===== src/rtl/ro_freq_counter.sv =====
// Ring-oscillator frequency counter: counts synchronized ro_in rising edges over a gate window of clk cycles.
// Optional macro RO_CONTINUOUS_EN makes measurements free-run after the first start.
module ro_freq_counter #(
    parameter int GATE_W = 16,
    parameter int CNT_W  = 16
) (
    input  logic              clk,
    input  logic              rst_n,
    input  logic              ro_in,
    input  logic              start,
    input  logic [GATE_W-1:0] gate_cycles,
    output logic [CNT_W-1:0]  count,
    output logic              valid,
    output logic              busy,
    output logic              overflow
);

    typedef enum logic [1:0] {
        S_IDLE = 2'd0,
        S_GATE = 2'd1,
        S_DONE = 2'd2
    } state_t;

    localparam logic [CNT_W-1:0]  ACC_MAX  = '1;
    localparam logic [GATE_W-1:0] GATE_ONE = GATE_W'(1);

    state_t             r_state;
    logic               r_sync1;
    logic               r_sync2;
    logic               r_sync3;
    logic               r_edge;
    logic [GATE_W-1:0]  r_gate_cnt;
    logic [CNT_W-1:0]   r_acc;
    logic               r_acc_ovf;
    logic [CNT_W-1:0]   r_count;
    logic               r_valid;
    logic               r_busy;
    logic               r_overflow;

    logic [CNT_W-1:0]   w_acc_next;
    logic               w_acc_ovf_next;
    logic               w_gate_last;

    // Two flops of metastability settling, then a registered rising-edge pulse:
    // the pulse is high three cycles after ro_in rises.
    // NOTE: state is updated with non-blocking assignments so every flop samples pre-edge values.
    always_ff @(posedge clk or negedge rst_n) begin
        if (!rst_n) begin
            r_sync1 <= 1'b0;
            r_sync2 <= 1'b0;
            r_sync3 <= 1'b0;
            r_edge  <= 1'b0;
        end else begin
            r_sync1 <= ro_in;
            r_sync2 <= r_sync1;
            r_sync3 <= r_sync2;
            r_edge  <= r_sync2 & ~r_sync3;
        end
    end

    // Saturating accumulate of this cycle's edge pulse.
    // NOTE: defaults first so every path assigns both outputs and no latch is inferred.
    always_comb begin
        w_acc_next     = r_acc;
        w_acc_ovf_next = r_acc_ovf;
        if (r_edge) begin
            if (r_acc == ACC_MAX) begin
                w_acc_ovf_next = 1'b1;
            end else begin
                w_acc_next = r_acc + CNT_W'(1);
            end
        end
    end

    assign w_gate_last = (r_gate_cnt == GATE_ONE);

    // Result and valid are registered on entry to DONE so valid is high
    // during the DONE cycle itself.
    always_ff @(posedge clk or negedge rst_n) begin
        if (!rst_n) begin
            r_state    <= S_IDLE;
            r_gate_cnt <= '0;
            r_acc      <= '0;
            r_acc_ovf  <= 1'b0;
            r_count    <= '0;
            r_valid    <= 1'b0;
            r_busy     <= 1'b0;
            r_overflow <= 1'b0;
        end else begin
            r_valid <= 1'b0;
            case (r_state)
                S_IDLE: begin
                    if (start) begin
                        r_acc     <= '0;
                        r_acc_ovf <= 1'b0;
                        r_busy    <= 1'b1;
                        if (gate_cycles != '0) begin
                            r_gate_cnt <= gate_cycles;
                            r_state    <= S_GATE;
                        end else begin
                            r_count    <= '0;
                            r_overflow <= 1'b0;
                            r_valid    <= 1'b1;
                            r_state    <= S_DONE;
                        end
                    end
                end
                S_GATE: begin
                    r_acc      <= w_acc_next;
                    r_acc_ovf  <= w_acc_ovf_next;
                    r_gate_cnt <= r_gate_cnt - GATE_ONE;
                    if (w_gate_last) begin
                        r_count    <= w_acc_next;
                        r_overflow <= w_acc_ovf_next;
                        r_valid    <= 1'b1;
                        r_state    <= S_DONE;
                    end
                end
                S_DONE: begin
`ifdef RO_CONTINUOUS_EN
                    if (gate_cycles != '0) begin
                        r_gate_cnt <= gate_cycles;
                        r_acc      <= '0;
                        r_acc_ovf  <= 1'b0;
                        r_state    <= S_GATE;
                    end else begin
                        r_busy  <= 1'b0;
                        r_state <= S_IDLE;
                    end
`else
                    r_busy  <= 1'b0;
                    r_state <= S_IDLE;
`endif
                end
                default: begin
                    r_busy  <= 1'b0;
                    r_state <= S_IDLE;
                end
            endcase
        end
    end

    assign count    = r_count;
    assign valid    = r_valid;
    assign busy     = r_busy;
    assign overflow = r_overflow;

endmodule


===== config.mk =====
export PLATFORM = sky130hd
export DESIGN_NAME = ro_freq_counter
export DESIGN_NICKNAME = d
export VERILOG_FILES = /design/src/rtl/ro_freq_counter.sv
export SDC_FILE = /design/constraint.sdc
export NUM_CORES = 1
export LEC_CHECK = 0
export ABC_AREA = 1
export BUFFER_PORTS_ARGS = -buffer_cell sky130_fd_sc_hd__buf_2
export CORE_ASPECT_RATIO = 0.75
export CORE_MARGIN = 1.5
export CORE_UTILIZATION = 59
export CTS_CLUSTER_SIZE = 8
export DETAILED_ROUTE_END_ITERATION = 16
export GPL_ROUTABILITY_DRIVEN = 0
export PLACE_DENSITY = 0.8
export SETUP_SLACK_MARGIN = 0.15
export SLEW_MARGIN = 20
export SYNTH_ARGS = -nofsm -noshare
export SYNTH_HDL_FRONTEND = slang
export SYNTH_SLANG_ARGS = --single-unit

===== constraint.sdc =====
create_clock -name clk -period 1.7 [get_ports clk]
set_input_delay 0.34 -clock clk [delete_from_list [all_inputs] [get_ports clk]]
set_output_delay 0.34 -clock clk [all_outputs]
set_load 0.02 [all_outputs]

==> results.txt, run 1 <==
Die X -> 90.7 um
DRC Markers -> 0
Unrepaired setup endpoints after global routing -> yes
Cell area after synthesis -> 3400 um^2
Post-DP HPWL -> 6910 um
Worst-Margin Slew -> 0.337 ns
Layout area overhead -> 33.6%
Seq/Total Area, Yosys -> 0.426
Final wirelength -> 11100 um
Mapped Nets -> 504
Drt via density -> 5.95
Static leakage -> 2.44 nW
Crit Path Category -> reg2reg
Min cycle time layout -> 1.74 ns
Post-Syn Instances -> 481
Worst Skew -> 0.0117 ns
Antenna violations before repair -> 0
CTS tree -> yes
Core area -> 5440 um^2
Row Count -> 23
Fin. max-slew vios -> 0
Post-route ant nets -> 0
FF+latch count, synth -> 58
Peak VDD IR -> 0.645 mV
Layout fillers -> 319
Worst hold-check path type -> in2reg
Worst-path fanout max -> 6
Max Clk Rate -> 576 MHz
Max-Cap Viols -> 0
Pwr dens -> 623 nW/um^2
Die ar. -> 6240 um^2
Final worst slack -> -0.0356 ns
Clock Pin Slew Worst Setup and Hold Paths -> 0.07 ns
Synth warn -> 0
Clk sinks -> 58
Synth unique cells -> 28
DP Cell Count -> 611
Overall Global Routing Usage -> 0.340
Port bufs -> 38
Vias in the first global route -> 3171
First-pass GRT wire length -> 15900 um
Worst slew margin -> 0.775
Kind of end point of the critical path -> register
Worst path required time -> 2.00 ns
Largest net degree at the start of global routing -> 59
Clk_lat worst skew -> 0.36 ns
Synthesized area per cell -> 7.08 um^2
Initial Util -> 0.626
Final-report setup violation count -> 1
Chip Height -> 68.8 um
Final period util -> 1.02
IO Count -> 39
Violated checks -> setup timing
Root Buffer Master -> clkbuf_8
Diode count -> 0
Drt first pass iters -> 5
Htree depth -> 3
Finished Layout Cells -> 647
CTS Buffer Depth -> 2
Final net count -> 590
DR WL/cell -> 17.2 um
Crit start category -> register
Vias -> 3852
Worst EP arrival -> 2.03 ns
Final Util -> 0.836
CTS buffer count -> 9
1st-iter DRT viols -> 393
Overflow after GRT -> 0
Status -> finished with violations
Share of cells above drive strength 1 -> 0.306
Hold violation count in the final report -> 0
## worst max-delay path, cell delays in order, from the launching register on
cell and delay (ns):
dfrtp_1 0.40, ha_4 0.17, nand3_4 0.11, inv_4 0.11
nand4_4 0.14, buf_4 0.19, nand3_1 0.10, nand2_1 0.13
nor2_2 0.18, nand2_1 0.07, nand2_1 0.06
## metrics by stage
step / hold WS [ns] / area (um^2) / power [mW] / setup WS, ns / setup TNS, ns
2_1_floorplan: 0.0444 / 3400 / 1.44 / 0.165 / 0
3_3_place_gp: 0.349 / 3860 / 1.51 / 0.0444 / 0
3_5_place_dp: 0.358 / 3860 / 1.51 / 0.00308 / 0
4_1_cts: 0.0955 / 4240 / 2.82 / 0.151 / 0
5_1_grt: 0.0908 / 4550 / 2.90 / -0.0532 / -0.0532
6_report: 0.0995 / 4550 / 2.83 / -0.0356 / -0.0356
## cell type report
cell class,instances,area [um^2],area share
clock buffer,10,138,0.0303
clock inverter,6,66.3,0.0146
inverter,59,234,0.0515
multi-input combinational,351,1940,0.427
sequential,58,1460,0.321
tap,75,93.8,0.0206
timing repair buffer,88,616,0.135
## cells by family (layout without fill, tap and decap cells)
logic type	Yosys count	in the layout	share of synthesized area
adder cells (fa/ha/maj)	3	3	0.0110
AO/OA/AOI/OAI	52	52	0.0820
buffers and inverters	72	163	0.0879
AND/OR/NAND/NOR	293	293	0.385
XOR/XNOR	3	3	0.00772
flip-flops	58	58	0.426
## repair_timing
item	in CTS	in global routing
setup buffers	3	16
setup endpoints to repair	38	47
pin swaps	13	24
resized for setup	35	62
hold buffers	1	0
endpoints found under the hold margin	4	0
## cells in the final DEF (no fill, tap or decap), types with 5 or more instances in the layout
master / netlist / layout
buf_4: 1 / 41
buf_6: 0 / 6
nor2_4: 2 / 17
buf_2: 7 / 38
o211ai_1: 6 / 6
o21ai_1: 0 / 6
nand2_1: 142 / 133
dfrtp_2: 0 / 5
nand4_1: 20 / 20
clkbuf_8: 0 / 10
o21ai_0: 34 / 25
inv_1: 58 / 53
dfrtp_1: 58 / 53
nor2_2: 5 / 9
nand2_2: 5 / 13
a21oi_1: 10 / 9
nor2_1: 53 / 34
nand3_2: 0 / 6
nand3_1: 55 / 46
## power breakdown
group	leakage (nW)	internal, mW	switching, mW	total [mW]
Sequential	0.646	1.39	0.00365	1.39
Combinational	1.70	0.0384	0.0745	0.113
Clock	0.0945	0.715	0.617	1.33
Total	2.44	2.14	0.695	2.83
## worst paths after layout
kind / startpoint / endpoint / slack (ns) / depth (start not counted)
hold reg to reg: r_sync1 / r_sync2 / 0.37 / 0
setup reg to reg: r_acc[1] / count[11] / -0.04 / 10
setup / recovery: r_acc[1] / count[11] / -0.04 / 10
max in group asynchronous: rst_n / r_state[1] / 0.90 / 3
hold / removal: ro_in / r_sync1 / 0.1 / 1
min in group asynchronous: rst_n / r_gate_cnt[13] / 0.52 / 3
## synthesized netlist by cell type
library cell | number | area share
nand2_1 | 142 | 0.16
dfrtp_1 | 58 | 0.43
inv_1 | 58 | 0.064
nand3_1 | 55 | 0.081
nor2_1 | 53 | 0.058
o21ai_0 | 34 | 0.050
nand4_1 | 20 | 0.037
a21oi_1 | 10 | 0.015
buf_2 | 7 | 0.010
o211ai_1 | 6 | 0.013
nand2_2 | 5 | 0.0092
nor2_2 | 5 | 0.0092
clkbuf_1 | 4 | 0.0044
nor3_1 | 4 | 0.0059
ha_1 | 3 | 0.011
nand3b_1 | 3 | 0.0066
nor2_4 | 2 | 0.0066
xor2_1 | 2 | 0.0051
a21o_1 | 1 | 0.0022
buf_4 | 1 | 0.0022
buf_8 | 1 | 0.0044
inv_6 | 1 | 0.0026
nand2_4 | 1 | 0.0033
nand4_2 | 1 | 0.0037
nor2_8 | 1 | 0.0059
o22ai_1 | 1 | 0.0018
or2_1 | 1 | 0.0018
xnor2_1 | 1 | 0.0026
## per-layer routing
metal	vias to the layer above	GRT usage	routed length (um)	share of wire
met4	0	0.111	284	0.026
li1	1735	-	-	-
met1	1751	0.525	4920	0.44
met3	42	0.0877	1420	0.13
met2	324	0.453	4490	0.40
met5	-	0	0	0
## sequential cells by signal, summed over array words and instances (netlist names)
register	cells
overflow	1
r_sync3	1
valid	1
r_gate_cnt	16
r_sync2	1
r_edge	1
r_state	2
r_sync1	1
r_acc	16
busy	1
count	16
r_acc_ovf	1
No activity file was read; power rests on OpenSTA's default activity.
==> run 2: changes to the inputs <==
- PLACE_DENSITY: 0.8 -> default
- PLACE_DENSITY_LB_ADDON: default -> 0.25
- SETUP_SLACK_MARGIN: 0.15 -> 0.5
- SLEW_MARGIN: 20 -> 15
==> results.txt, run 2 <==
Most common cell in the synthesized netlist -> nand2_1
Synthesized area per cell -> 7.08 um^2
Root Buffer Master -> clkbuf_8
Synth warn -> 0
Port bufs -> 38
Clk sinks -> 58
Last stage -> global routing (5_1_grt)
Cell area after synthesis -> 3400 um^2
Seq/Total Area, Yosys -> 0.426
Largest net degree at the start of global routing -> 59
Yosys top cell by area -> dfrtp_1
Die X -> 90.7 um
Post-Syn Instances -> 481
Area contributors post-synth -> dfrtp_1, nand2_1, nand3_1, inv_1, nor2_1
Post-synth EDFFs -> 0
Htree depth -> 3
Async SR Flop Fraction -> 1.00
FF+latch count, synth -> 58
Synth top cells by count -> nand2_1, dfrtp_1, inv_1
CTS Buffer Depth -> 2
Status -> aborted with a tool error
Most used flip-flop cell after synthesis -> dfrtp_1
Chip Height -> 68.8 um
Post-DP HPWL -> 6890 um
Share of the synthesized area in the top cell type -> 0.426
GRT worst endpoint -> r_gate_cnt[11]$_DFFE_PN0P_/D
Mapped Nets -> 504
Synth unique cells -> 28
CTS buffer count -> 9
Worst_ep kind -> register data pin
Row Count -> 23
Initial Util -> 0.626
IO Count -> 39
Error -> [ERROR DPL-0038] Utilization greater than 100%, impossible to legalize
## run 2: cell counts after synthesis
Identical to the previous run, type by type.
## run 2: logic make-up after synthesis
family                   Yosys count  share of synthesized area
AO/OA/AOI/OAI                     52                     0.0820
AND/OR/NAND/NOR                  293                      0.385
adder cells (fa/ha/maj)            3                     0.0110
buffers and inverters             72                     0.0879
flip-flops                        58                      0.426
XOR/XNOR                           3                    0.00772
## run 2: timing repair
action | CTS
cloned | 3
pin swaps | 30
hold buffers | 1
setup endpoints to repair | 72
hold endpoints to repair | 20
resized for setup | 126
buffers inserted | 37
## run 2: metrics by stage
step | hold slack, ns | worst slack (ns) | cell area, um^2 | std cells | utilization
after floorplan | 0.0444 | 0.251 | 3570 | 481 | -
after CTS | 0.0958 | 0.138 | 5090 | 676 | 0.935
after global placement | 0.349 | 0.107 | 4080 | 619 | 0.751
after detailed placement | 0.337 | 0.0135 | 4080 | 619 | 0.751
==> run 3: changes to the inputs <==
- CORE_ASPECT_RATIO: 0.75 -> default
- CORE_UTILIZATION: 59 -> 40
- CTS_CLUSTER_SIZE: 8 -> default
- PLACE_DENSITY_LB_ADDON: 0.25 -> 0.15
- SETUP_SLACK_MARGIN: 0.5 -> default
==> results.txt, run 3 (same netlist as run 1, synthesis figures left out) <==
Status -> finished with violations
Violated checks -> hold timing
Met1 Use GR -> 0.267
Chip Height -> 95.2 um
Worst Skew -> 0.00985 ns
Worst-path fanout max -> 5
Commonest non-fill, non-tap cells in the layout -> nand2_1, dfrtp_1, inv_1, nand3_1, nor2_1
Initial Util -> 0.414
Clk_lat worst skew -> 0.34 ns
First-pass GRT wire length -> 14700 um
Max Clk Rate -> 621 MHz
DRC Markers -> 0
Max-Cap Viols -> 0
Post-route ant nets -> 0
Share of cells above drive strength 1 -> 0.205
Port bufs -> 38
DP Cell Count -> 637
Vias -> 3278
R2R Path Start -> r_acc[11]
Layout fillers -> 840
Peak VDD IR -> 0.304 mV
Fin. max-slew vios -> 0
FF-to-FF End -> count[12]
Post-DP HPWL -> 6210 um
Pwr dens -> 696 nW/um^2
1st-iter DRT viols -> 125
Worst-Margin Slew -> 0.359 ns
Row Count -> 33
DR WL/cell -> 13.2 um
Worst EP arrival -> 1.84 ns
Min cycle time layout -> 1.61 ns
Final period util -> 0.947
Drt first pass iters -> 6
Die X -> 95.2 um
CTS tree -> yes
Routing usage on met3 -> 0.0311
Logic pwr share -> 0.032
Crit Path Category -> reg2reg
CTS buffer count -> 9
Unrepaired setup endpoints after global routing -> yes
Drt via density -> 5.00
Hold violation count in the final report -> 2
Vias in the first global route -> 3125
Largest net degree at the start of global routing -> 59
Static leakage -> 2.31 nW
Reg2reg path depth -> 8
Overall Global Routing Usage -> 0.209
Register-to-register setup slack -> 0.09 ns
Clock share of power -> 0.492
Overflow after GRT -> 0
IO Count -> 39
Worst slew margin -> 0.759
Switch share -> 0.219
Critical Path Source -> r_acc[11]
Final wirelength -> 8680 um
Internal -> 2.28 mW
Switch Pwr -> 640 uW
Core area -> 8220 um^2
Kind of end point of the critical path -> register
Gr busiest metal -> met2
Die ar. -> 9070 um^2
Clock Pin Slew Worst Setup and Hold Paths -> 0.07 ns
Diode count -> 0
Layout area overhead -> 23.2%
Htree depth -> 3
Commonest non-fill, non-tap cell in the layout -> nand2_1
Setup Total Neg Slack -> 0 ns
CTS Buffer Depth -> 2
Flop pwr share -> 0.476
Worst path required time -> 1.93 ns
Clk sinks -> 58
Crit start category -> register
Met2 Use GR -> 0.352
Worst hold-check path type -> in2async
Root Buffer Master -> clkbuf_8
Finished Layout Cells -> 656
CTS Hold Bufs -> 0
Antenna violations before repair -> 0
Final net count -> 569
Final-report setup violation count -> 0
Hold_ws -> -0.00314 ns
[run 3: timing repair]
action | in CTS | in global routing
resized for setup | 0 | 22
endpoints found under the setup margin | 0 | 32
setup buffers | 0 | 3
[run 3: worst max path at each step]
stage	to	cells past startpoint	slack (ns)
after floorplan	r_acc[1]	8	0.17
after global placement	count[0]	11	0.04
after detailed placement	count[0]	11	0.01
after CTS	overflow	9	0.04
after global routing	r_gate_cnt[12]	10	-0.05
final	count[12]	8	0.09
[run 3: through the flow]
step	worst slack, ns	instance area [um^2]	power (mW)	utilization
CTS	0.0434	4090	2.96	0.498
detailed placement	0.0123	3870	1.51	0.471
global placement	0.0436	3870	1.51	0.471
finish	0.0904	4190	2.92	0.510
global route	-0.0491	4190	3.02	0.510
floorplan	0.165	3400	1.44	-
[run 3: final cells by class]
cell class | count | area [um^2] | share of cell area
clock buffers | 11 | 141 | 0.0337
clock inverters | 5 | 77.6 | 0.0185
inverters | 59 | 229 | 0.0546
multi-input cells | 351 | 1730 | 0.413
flip-flops and latches | 58 | 1450 | 0.346
well taps | 105 | 131 | 0.0313
repair buffers | 67 | 433 | 0.103
[run 3: critical path, cell delays in order (launching register included)]
cell,delay (ns)
dfrtp_1,0.43
nand2_1,0.09
nor2_1,0.30
nand3_2,0.17
buf_4,0.17
xor2_1,0.11
nand2_1,0.08
nand3_1,0.10
nand2_1,0.05
[run 3: power by group through the flow]
stage	clock (mW)	combinational, mW	sequential (mW)
after global routing	1.53	0.109	1.39
final	1.44	0.0934	1.39
after detailed placement	0	0.0942	1.41
after floorplan	0	0.0246	1.41
after CTS	1.48	0.0941	1.39
after global placement	0	0.0927	1.41
[run 3: metal layers]
metal | vias to the layer above | share of wire
li1 | 1686 | -
met1 | 1516 | 0.46
met4 | 0 | 0.017
met3 | 12 | 0.037
met2 | 64 | 0.48
met5 | - | 0
